===== config.mk =====
export PLATFORM = sky130hd
export DESIGN_NAME = min_weight_select
export DESIGN_NICKNAME = d
export VERILOG_FILES = /design/src/rtl/min_weight_select.sv
export SDC_FILE = /design/constraint.sdc
export NUM_CORES = 1
export LEC_CHECK = 0
export CAP_MARGIN = 15
export CORE_MARGIN = 5
export CORE_UTILIZATION = 30
export CTS_BUF_LIST = sky130_fd_sc_hd__clkbuf_8
export DETAILED_ROUTE_END_ITERATION = 8
export SYNTH_ARGS = -nofsm -noshare
export SYNTH_HDL_FRONTEND = slang
export SYNTH_SLANG_ARGS = --single-unit

===== constraint.sdc =====
create_clock -name clk -period 5.9 [get_ports clk]
set_clock_uncertainty 0.05 [all_clocks]
set_input_delay 1.18 -clock clk [delete_from_list [all_inputs] [get_ports clk]]
set_output_delay 1.18 -clock clk [all_outputs]
set_load 0.1 [all_outputs]

===== src/rtl/min_weight_select.sv =====
// min_weight_select
// Consumes one packet of GF(2) candidate solutions and finds the candidate
// with the smallest Hamming weight under count_mask. That minimum is offered
// as a per-problem result over a valid/ready handshake. Every accepted result
// weight is also added into a saturating running total.
//
// Optional feature: define MIN_WEIGHT_ARGMIN_EN to also track the argmin
// candidate and expose it on result_solution.
//
// Ports:
//   clk, rst_n        clock, synchronous active-low reset
//   tvalid/tdata/tlast/tready  solution stream sink (tready is registered)
//   count_mask        tdata bits that count toward the weight
//   result_valid/result_ready  per-packet result handshake
//   result_weight     minimum masked weight of the packet
//   result_solution   tdata of the earliest minimum-weight beat (argmin build)
//   clear_total       zero the running total
//   total             saturating sum of accepted result weights
module min_weight_select #(
    parameter int unsigned DATA_WIDTH = 8,
    parameter int unsigned WEIGHT_W   = $clog2(DATA_WIDTH + 1),
    parameter int unsigned TOTAL_W    = 32
) (
    input  logic                  clk,
    input  logic                  rst_n,
    input  logic                  tvalid,
    input  logic [DATA_WIDTH-1:0] tdata,
    input  logic                  tlast,
    output logic                  tready,
    input  logic [DATA_WIDTH-1:0] count_mask,
    output logic                  result_valid,
    input  logic                  result_ready,
    output logic [WEIGHT_W-1:0]   result_weight,
`ifdef MIN_WEIGHT_ARGMIN_EN
    output logic [DATA_WIDTH-1:0] result_solution,
`endif
    input  logic                  clear_total,
    output logic [TOTAL_W-1:0]    total
);

    // Sum is wide enough for either operand plus a carry out.
    localparam int unsigned SUM_W = ((TOTAL_W > WEIGHT_W) ? TOTAL_W : WEIGHT_W) + 1;

    typedef enum logic {
        COLLECT = 1'b0,
        RESULT  = 1'b1
    } state_t;

    state_t              state;
    logic                first;
    logic [WEIGHT_W-1:0] min_w;
    logic [WEIGHT_W-1:0] beat_w;
    logic [WEIGHT_W-1:0] fold_w;
    logic                take_beat;
    logic                accept;
    logic                handshake;
    logic [SUM_W-1:0]    sum;
    logic [TOTAL_W-1:0]  total_nxt;
`ifdef MIN_WEIGHT_ARGMIN_EN
    logic [DATA_WIDTH-1:0] min_x;
    logic [DATA_WIDTH-1:0] fold_x;
`endif

    // Masked popcount of the current beat.
    always_comb begin
        beat_w = '0;
        for (int i = 0; i < int'(DATA_WIDTH); i++) begin
            beat_w = beat_w + WEIGHT_W'(tdata[i] & count_mask[i]);
        end
    end

    // Running minimum including the current beat; strict compare keeps the earliest tie.
    always_comb begin
        take_beat = first || (beat_w < min_w);
        fold_w    = take_beat ? beat_w : min_w;
    end

`ifdef MIN_WEIGHT_ARGMIN_EN
    always_comb fold_x = take_beat ? tdata : min_x;
`endif

    assign accept    = tvalid && tready;
    assign handshake = result_valid && result_ready;

    // Clear is applied before the handshake add; saturate at all-ones.
    always_comb begin
        sum = clear_total ? '0 : SUM_W'(total);
        if (handshake) begin
            sum = sum + SUM_W'(result_weight);
        end
        if (sum > SUM_W'({TOTAL_W{1'b1}})) begin
            total_nxt = {TOTAL_W{1'b1}};
        end else begin
            total_nxt = TOTAL_W'(sum);
        end
    end

    // Collect/result state machine with registered outputs.
    always_ff @(posedge clk) begin
        if (!rst_n) begin
            state         <= COLLECT;
            first         <= 1'b1;
            min_w         <= '0;
            tready        <= 1'b0;
            result_valid  <= 1'b0;
            result_weight <= '0;
            total         <= '0;
`ifdef MIN_WEIGHT_ARGMIN_EN
            min_x           <= '0;
            result_solution <= '0;
`endif
        end else begin
            total <= total_nxt;
            if (state == COLLECT) begin
                tready <= 1'b1;
                if (accept) begin
                    if (tlast) begin
                        result_weight <= fold_w;
                        result_valid  <= 1'b1;
                        tready        <= 1'b0;
                        first         <= 1'b1;
                        state         <= RESULT;
`ifdef MIN_WEIGHT_ARGMIN_EN
                        result_solution <= fold_x;
`endif
                    end else begin
                        min_w <= fold_w;
                        first <= 1'b0;
`ifdef MIN_WEIGHT_ARGMIN_EN
                        min_x <= fold_x;
`endif
                    end
                end
            end else begin
                if (handshake) begin
                    result_valid <= 1'b0;
                    tready       <= 1'b1;
                    state        <= COLLECT;
                end
            end
        end
    end

endmodule


==> results.json <==
{
  "rows": 35,
  "routabilityCongestion": 0.770,
  "grtUsageTotal_pct": 14.3,
  "cts_made_buffers": 5,
  "dpl.hpwl_um": 5940,
  "path_clk_slew_ps": 90,
  "reg2regPathDepth": 9,
  "p_int_mw": 0.477,
  "period_share_pct": 90.2,
  "setup_viol": 0,
  "dieArea_sq_mm": 0.0116,
  "ys_ff_latch": 44,
  "die_h_um": 107,
  "clkLatencyLatePin_ps": 300,
  "initial_core_util_pct": 30.9,
  "comb_power_share_pct": 18.2,
  "avgSynthCellArea_sq_um": 8.22,
  "crit_end": "min_w[1]",
  "cts_max_path_buffers": 2,
  "synth_top_area_share_pct": 30.9,
  "ys_top_cells_by_area": "dfxtp_1 31%, nand2_1 6.2%, nand3_1 4.7%, ha_1 3.9%, fa_1 3.5%",
  "ant_nets": 0,
  "cts_tree": "built",
  "timing.rr.start": "total[0]",
  "p_switching_mw": 0.191,
  "synth_cells": 347,
  "post-cts-setup-buffers": 0,
  "yosysMostFrequentCell": "nand2_1",
  "ctsHoldBuffers": 0,
  "drtIter0Drc": 159,
  "irDropWorstVdd_mv": 0.0899,
  "io_buffers": 59,
  "cp_cell_sequence": "clkdlybuf4s50_1 -> nand2_1 -> fa_1 -> fa_1 -> inv_1 -> fa_1 -> ha_1 -> inv_1 -> fa_1 -> inv_1 -> ha_1 -> a21o_1 -> a211o_1 -> a211oi_1 -> buf_4 -> mux2i_1",
  "slowest_stage": "fa_1",
  "yosys-top-cells-count": "47 x nand2_1, 44 x dfxtp_1, 27 x nand3_1, 19 x a21oi_1, 15 x nor2_1",
  "setup_ws_ps": 577,
  "dp.cells": 524,
  "slew_headroom_pct": 32.2,
  "drv_slew": 0,
  "synth_edf_count": 0,
  "cts_resized": 0,
  "dr.pass1.iters": 4,
  "vias": 2828,
  "cp-startpoint": "tdata[0]",
  "overflow": 0,
  "antenna_found_initial": 0,
  "post-place-ws_ps": 251,
  "timing.rr.end": "total[0]",
  "clock.fmax_mhz": 188,
  "drv_cap": 0,
  "crit_arrival_ps": 5500,
  "final_net_count": 438,
  "post_drt_wl_per_cell_um": 15.1,
  "diodes": 0,
  "min_period_ps": 5320,
  "synth_largest_area_cell": "dfxtp_1",
  "syn2layout_area_growth_pct": 29.5,
  "syn-num-nets": 383,
  "rsz0062_at_grt": "no",
  "worstPathRequired_ps": 6070,
  "total_power_mw": 0.668,
  "slowest_delay_ps": 550,
  "routed_wl_um": 8020,
  "register_area_sq_um": 881,
  "io_pins": 60,
  "multiInputGateArea_sq_mm": 0.00185,
  "yosysWarnings": 0,
  "final_cell_area_sq_mm": 0.00369,
  "synthDistinctLibCells": 55,
  "start_kind": "input port",
  "first_global_vias": 2801,
  "worst_slew_pin_slew_ps": 1010,
  "holdPathStages": 2,
  "cts.sinks": 44,
  "power_leakage_nw": 1.25,
  "drc": 0,
  "hold_viol": 0,
  "pwr-share-seq_pct": 45.9,
  "syn-cell-area_sq_mm": 0.00285,
  "fill_cells": 937,
  "setup_tns_ps": 0,
  "endpoint_kind": "register",
  "p_clk_share_pct": 35.9,
  "synth-seq-area-share_pct": 30.9,
  "stdcell_count": 532,
  "hold_class": "register to register",
  "die_width_um": 107,
  "run_status": "completed",
  "path_class": "input port to register",
  "drive_gt1_share_pct": 6.70,
  "core-area_sq_mm": 0.00924,
  "synth_ff_type": "dfxtp_1",
  "crit_top_cell": "fa_1",
  "path_max_fanout": 6,
  "placed_area_sq_mm": 0.00358,
  "grt_max_degree": 30,
  "ys_async_sr_fraction_pct": 0,
  "grt_pass1_wl_um": 13600,
  "cts_root_buf": "clkbuf_8",
  "reg2reg_slack_ps": 3030,
  "p_sw_share_pct": 28.6,
  "p_per_area_mw_per_mm2": 181,
  "via_per_inst": 5.32,
  "htree_levels": 2
}
[area by class of cell]
| cell class | count | share of cell area, % |
|---|---|---|
| flip-flops and latches | 44 | 23.9 |
| clock buffers | 5 | 1.86 |
| inverters | 16 | 1.63 |
| clock inverters | 3 | 1.29 |
| repair buffers | 64 | 17.0 |
| multi-input cells | 271 | 50.0 |
| well taps | 129 | 4.37 |
[placed cells by master (no fill, tap or decap), types with 6 or more instances in the layout]
master and n:
nand4b_1 6, a211oi_1 8, nand4_1 11, dfxtp_1 44, nor3_1 12, clkdlybuf4s50_1 59, ha_1 9, nand2_1 47
nand3_1 27, inv_1 14, nor2_1 15, xnor2_1 7, a21oi_1 19, mux2i_1 8, o21ai_0 9, o211ai_1 6
nor2b_1 8
[power by group through the flow]
stage               registers (mW)  clock network (mW)  logic (mW)
global route                 0.307               0.261       0.136
CTS                          0.307               0.249       0.123
floorplan                    0.332                   0      0.0627
global placement             0.313                   0       0.118
finish                       0.306               0.240       0.122
detailed placement           0.313                   0       0.122
[worst max-delay path: cells and delay by family]
family                     cells  cell delay [ps]
muxes                          1              180
and+or+nand+nor                1               80
AOI/OAI and AO/OA              3              740
buffers and inverters          5              800
adders and majority gates      6             2500
[state kept, by name, summed over array words and instances (netlist names)]
signal         cells
first              1
min_w              4
total             32
tready             1
result_weight      4
result_valid       1
state              1
[kinds of logic after synthesis]
family          count (synthesis)  share of synthesized area [%]
compound gates                 68                           17.8
simple gates                  164                           30.9
flops                          44                           30.9
buf+inv                        32                           4.39
fa+ha+maj                      15                           7.81
xor+xnor                       10                           3.07
mux                            14                           5.18
[metrics by stage]
| step | hold slack (ps) | util, % |
|---|---|---|
| after floorplan | 385 | - |
| after global placement | 396 | 38.7 |
| after detailed placement | 405 | 38.7 |
| after CTS | 419 | 40.0 |
| after global routing | 457 | 40.0 |
| final | 421 | 40.0 |
[routing by layer]
layer / routed length, um / track usage [%] / up-vias
met3: 464 / 2.82 / 4
met4: 44 / 3.16 / 0
met5: 0 / 0 / -
met2: 3890 / 24.8 / 77
li1: - / - / 1397
met1: 3610 / 18.2 / 1350
[worst min-delay path by stage]
stage	from	end	slack [ps]
3_3_place_gp	min_w[2]	min_w[2]	400
2_1_floorplan	min_w[2]	min_w[2]	380
4_1_cts	min_w[3]	min_w[3]	420
6_report	min_w[3]	min_w[3]	420
5_1_grt	min_w[3]	min_w[3]	460
3_5_place_dp	min_w[3]	min_w[3]	400
No activity file was read; power rests on OpenSTA's default activity.
==> patch 1: new RTL, same flow settings <==
Change the parameter `DATA_WIDTH` from 8 to 16.
--- a/src/rtl/min_weight_select.sv
+++ b/src/rtl/min_weight_select.sv
@@ -17,7 +17,7 @@
 //   clear_total       zero the running total
 //   total             saturating sum of accepted result weights
 module min_weight_select #(
-    parameter int unsigned DATA_WIDTH = 8,
+    parameter int unsigned DATA_WIDTH = 16,
     parameter int unsigned WEIGHT_W   = $clog2(DATA_WIDTH + 1),
     parameter int unsigned TOTAL_W    = 32
 ) (
Interface: changed (resized count_mask, result_weight and tdata); port bits go from 60 to 77. No check against the original RTL was run, so the function may have changed too.
==> patch 1 against the original RTL <==
Via count is 5.8% higher. Worst setup slack worse by 260 ps. Routed wire length is 11% higher. Core utilization is 2.3 points higher. Area after synthesis is 12% higher. Sequential cell count is 2 higher. Final area is 18% higher.
Power is not compared: it rests on default switching activity, and its combinational part moved more than twofold at a synthesized area within 25%.
==> patch 1: results (changes against the original RTL) <==
- Asr flop ratio synth: 0 (unchanged)
- Post-Syn Instances: 374 (+7.8%)
- Post-CTS sizing: 9 (+9)
- Placer congestion estimate: 0.819 (+6.3%)
- Clk Latency, worst-skew pair: 320 ps (+20 ps)
- Dpl ws: -508 ps (-759 ps)
- GR Layer Usage met1: 0.196 (+0.0139)
- Compound-Gate Fraction of Synth Area: 0.184 (+0.00650)
- Max incr delay on CP: 530 ps (-20 ps)
- Worst EP arrival: 5730 ps (+230 ps)
- Highest Signal Layer: met4
- Largest net degree at the start of global routing: 32 (+6.7%)
- GRT met3 Usage: 0.0278 (-0.000387)
- GR Util All Layers: 0.142 (-0.000381)
- Seq/Total Area, Yosys: 0.289 (-0.0198)
- Vias: 2992 (+5.8%)
- Via/cell ratio: 5.08 (-4.4%)
- First-pass GRT wire length: 15100 um (+12%)
- Status: finished, final reports clean
- Unique masters post-synth: 52 (-5.5%)
- CTS buffer count: 5 (unchanged)
- Net count after synthesis: 437 (+14%)
- Max FO, Critical Path: 5 (-1)
- DRT Wirelength: 8900 um (+11%)
- Area post-placement: 4130 um^2 (+15%)
- Postcts setup bufs: 1 (+1)
- Share of cells above drive strength 1: 0.110 (+0.0434)
- Port Buffers: 76 (+29%)
- Synth top cells by count: dfxtp_1 (46), nand2_1 (31), nor2_1 (22)
- GRT met2 Usage: 0.227 (-0.0211)
- Top Registers: total x32, min_w x5, result_weight x5
- Post-Synth Adder-Cell Area: 0.124 (+0.0460)
- Placed insts: 578 (+10%)
- Least-Margin Pin Slew: 1050 ps (+35.0 ps)
- DPL Wire Length: 6740 um (+13%)
- WL met1: 4210 um (+16%)
- Fillers: 1034 (+10%)
- Mux contribution to synthesized area: 0.0408 (-0.0109)
- Final nets: 515 (+18%)
- Area contributors post-synth: dfxtp_1 (29%), fa_1 (6.9%), ha_1 (5.5%)
- Clock Path Buffers: 2 (unchanged)
- Wire length on met3: 425 um (-8.4%)
- Routed met2 length: 4130 um (+6.2%)
-- patch 1: changes by cell type after synthesis, sizes merged, moves of 8 or more --
cell | unedited run | this run
and2 | 5 | 14
o31a | 0 | 8
nor2b | 8 | 19
o21ai | 9 | 17
o21a | 0 | 10
nand3 | 27 | 13
nand2 | 47 | 32
-- patch 1: cell type report --
type / instances / area (um^2) / area share
Clock buffer: 5 / 68.8 / 0.0158
Clock inverter: 3 / 43.8 / 0.0100
Inverter: 19 / 71.3 / 0.0164
Multi-Input combinational cell: 291 / 2180 / 0.500
Sequential cell: 46 / 921 / 0.211
Tap cell: 136 / 170 / 0.0390
Timing Repair Buffer: 89 / 903 / 0.207
-- patch 1: final timing paths --
path / depth (start not counted) / endpoint / startpoint / slack, ps
setup / recovery: 19 / min_w[2] / count_mask[1] / 310
hold / removal: 2 / result_weight[2] / result_weight[2] / 490
setup reg to reg: 5 / total[21] / result_valid / 3020
hold reg to reg: 2 / result_weight[2] / result_weight[2] / 490
==> patch 2: new RTL, same settings <==
Without the edit above. Make the reset (`rst_n`) asynchronous in one clocked block. Comments in the files are not updated.
--- a/src/rtl/min_weight_select.sv
+++ b/src/rtl/min_weight_select.sv
@@ -96,7 +96,7 @@
     end
 
     // Collect/result state machine with registered outputs.
-    always_ff @(posedge clk) begin
+    always_ff @(posedge clk or negedge rst_n) begin
         if (!rst_n) begin
             state         <= COLLECT;
             first         <= 1'b1;
Check against the original RTL: differs if rst_n is asserted again (counterexample within 4 cycles, from zero or initial values and one cycle with rst_n low); with rst_n held inactive, the same outputs for 10 cycles.
==> patch 2 against the original RTL <==
Worst setup slack improved by 110 ps. Final cell count fell by 5.3%. Sequential share of layout area rose by 5.8 points. Routed wire length fell by 5.5%. Synthesized cell count fell by 7.8%. Sequential cell count did not move. Final area rose by 0.81%. Global-route usage fell by 1.0 points. Area after synthesis rose by 1.2%. Count of clock-buffer cells in the layout rose by 2.
Power is not compared: it rests on default switching activity, and its combinational part moved more than twofold at a synthesized area within 25%.
==> patch 2: results (changes against the original RTL) <==
- Drt initial violations: 131 (-18%)
- Asr flop ratio synth: 1.00 (+1.00)
- Vias in the first global route: 2607 (-6.9%)
- YS warnings: 0 (unchanged)
- Post-CTS sizing: 0 (unchanged)
- H-tree depth: 2 (unchanged)
- Net count after synthesis: 356 (-7.0%)
- GR peak layer: met2
- WL met1: 3510 um (-3.0%)
- Worst EP arrival: 5340 ps (-160 ps)
- Highest Signal Layer: met4
- GR Layer Usage met1: 0.179 (-0.00270)
- Routed met2 length: 3660 um (-5.9%)
- DRT Wirelength: 7570 um (-5.5%)
- Wire length on met3: 381 um (-18%)
- Status: finished, final reports clean
- GRT met2 Usage: 0.221 (-0.0275)
- Port Buffers: 59 (unchanged)
- Peak supply drop: 0.282 mV
- Dpl ws: 371 ps (+120 ps)
- Clk Latency, worst-skew pair: 290 ps
- DPL Wire Length: 5540 um (-6.8%)
- Max FO, Critical Path: 4 (-2)
- CTS buffer count: 5 (unchanged)
- Seq/Total Area, Yosys: 0.382 (+0.0731)
- Via/cell ratio: 5.10 (-4.0%)
- GR Util All Layers: 0.132 (-0.0104)
- Synth top cells by count: dfrtp_1 (43), nand2_1 (39), nor2_1 (20), xnor2_1 (20), o21ai_1 (18)
- Share of cells above drive strength 1: 0.0640 (-0.00300)
- Antenna cell count: 0 (unchanged)
- GRT met3 Usage: 0.0322 (+0.00404)
- Worst Hold Class: reg2reg
- First-pass GRT wire length: 12700 um (-6.6%)
- Largest net degree at the start of global routing: 45 (+50%)
- Sw frac: 0.462
- Slowest library cell on the worst path: fa_1
- Root Buffer: clkbuf_8
- First-pass DRT Iterations: 5 (+1)
- Placer congestion estimate: 0.791 (+2.6%)
- Ys flop type: dfrtp_1
- Area contributors post-synth: dfrtp_1 (37%), xnor2_1 (6.1%), nand2_1 (5.1%)
- Final nets: 411 (-6.2%)
- Slew headroom: 0.345 (+0.0229)
[patch 2: cells by family (layout without fill, tap and decap cells)]
logic type	count (synthesis)	in the layout	synth area share
AND/OR/NAND/NOR	134	134	0.243
AO/OA/AOI/OAI	63	63	0.147
flip-flops	44	44	0.382
buffers and inverters	31	86	0.0416
XOR/XNOR	21	21	0.0637
adder cells (fa/ha/maj)	15	15	0.0772
multiplexers	12	12	0.0455
[patch 2: power groups by stage]
| stage | combinational [mW] | sequential, mW | clock, mW |
|---|---|---|---|
| 2_1_floorplan | 0.222 | 0.612 | 0 |
| 3_3_place_gp | 0.575 | 0.410 | 0 |
| 3_5_place_dp | 0.583 | 0.409 | 0 |
| 4_1_cts | 0.586 | 0.405 | 0.215 |
| 5_1_grt | 0.630 | 0.413 | 0.229 |
| 6_report | 0.585 | 0.403 | 0.203 |
[patch 2: final timing paths]
path,startpoint,to,slack (ps),cells after the start
min in group asynchronous,rst_n,total[22],810,1
max reg2reg,total[0],total[28],2930,9
max in group asynchronous,rst_n,first,4390,2
min reg2reg,min_w[3],min_w[3],460,1
max,tdata[0],min_w[2],690,15
min,min_w[3],min_w[3],460,1
[patch 2: cell type report]
cell class | count | area, um^2
Sequential cell | 44 | 1100
Timing Repair Buffer | 64 | 643
Inverter | 15 | 56.3
Multi-Input combinational cell | 245 | 1660
Clock buffer | 7 | 96.3
Tap cell | 129 | 161
Fill cell | 957 | 5610
[patch 2: metrics by stage]
step	std cells	utilization	instance area [um^2]	power, mW
2_1_floorplan	320	-	2890	0.834
3_3_place_gp	496	0.386	3600	0.985
3_5_place_dp	496	0.386	3600	0.992
4_1_cts	503	0.396	3690	1.21
5_1_grt	504	0.399	3720	1.27
6_report	504	0.399	3720	1.19
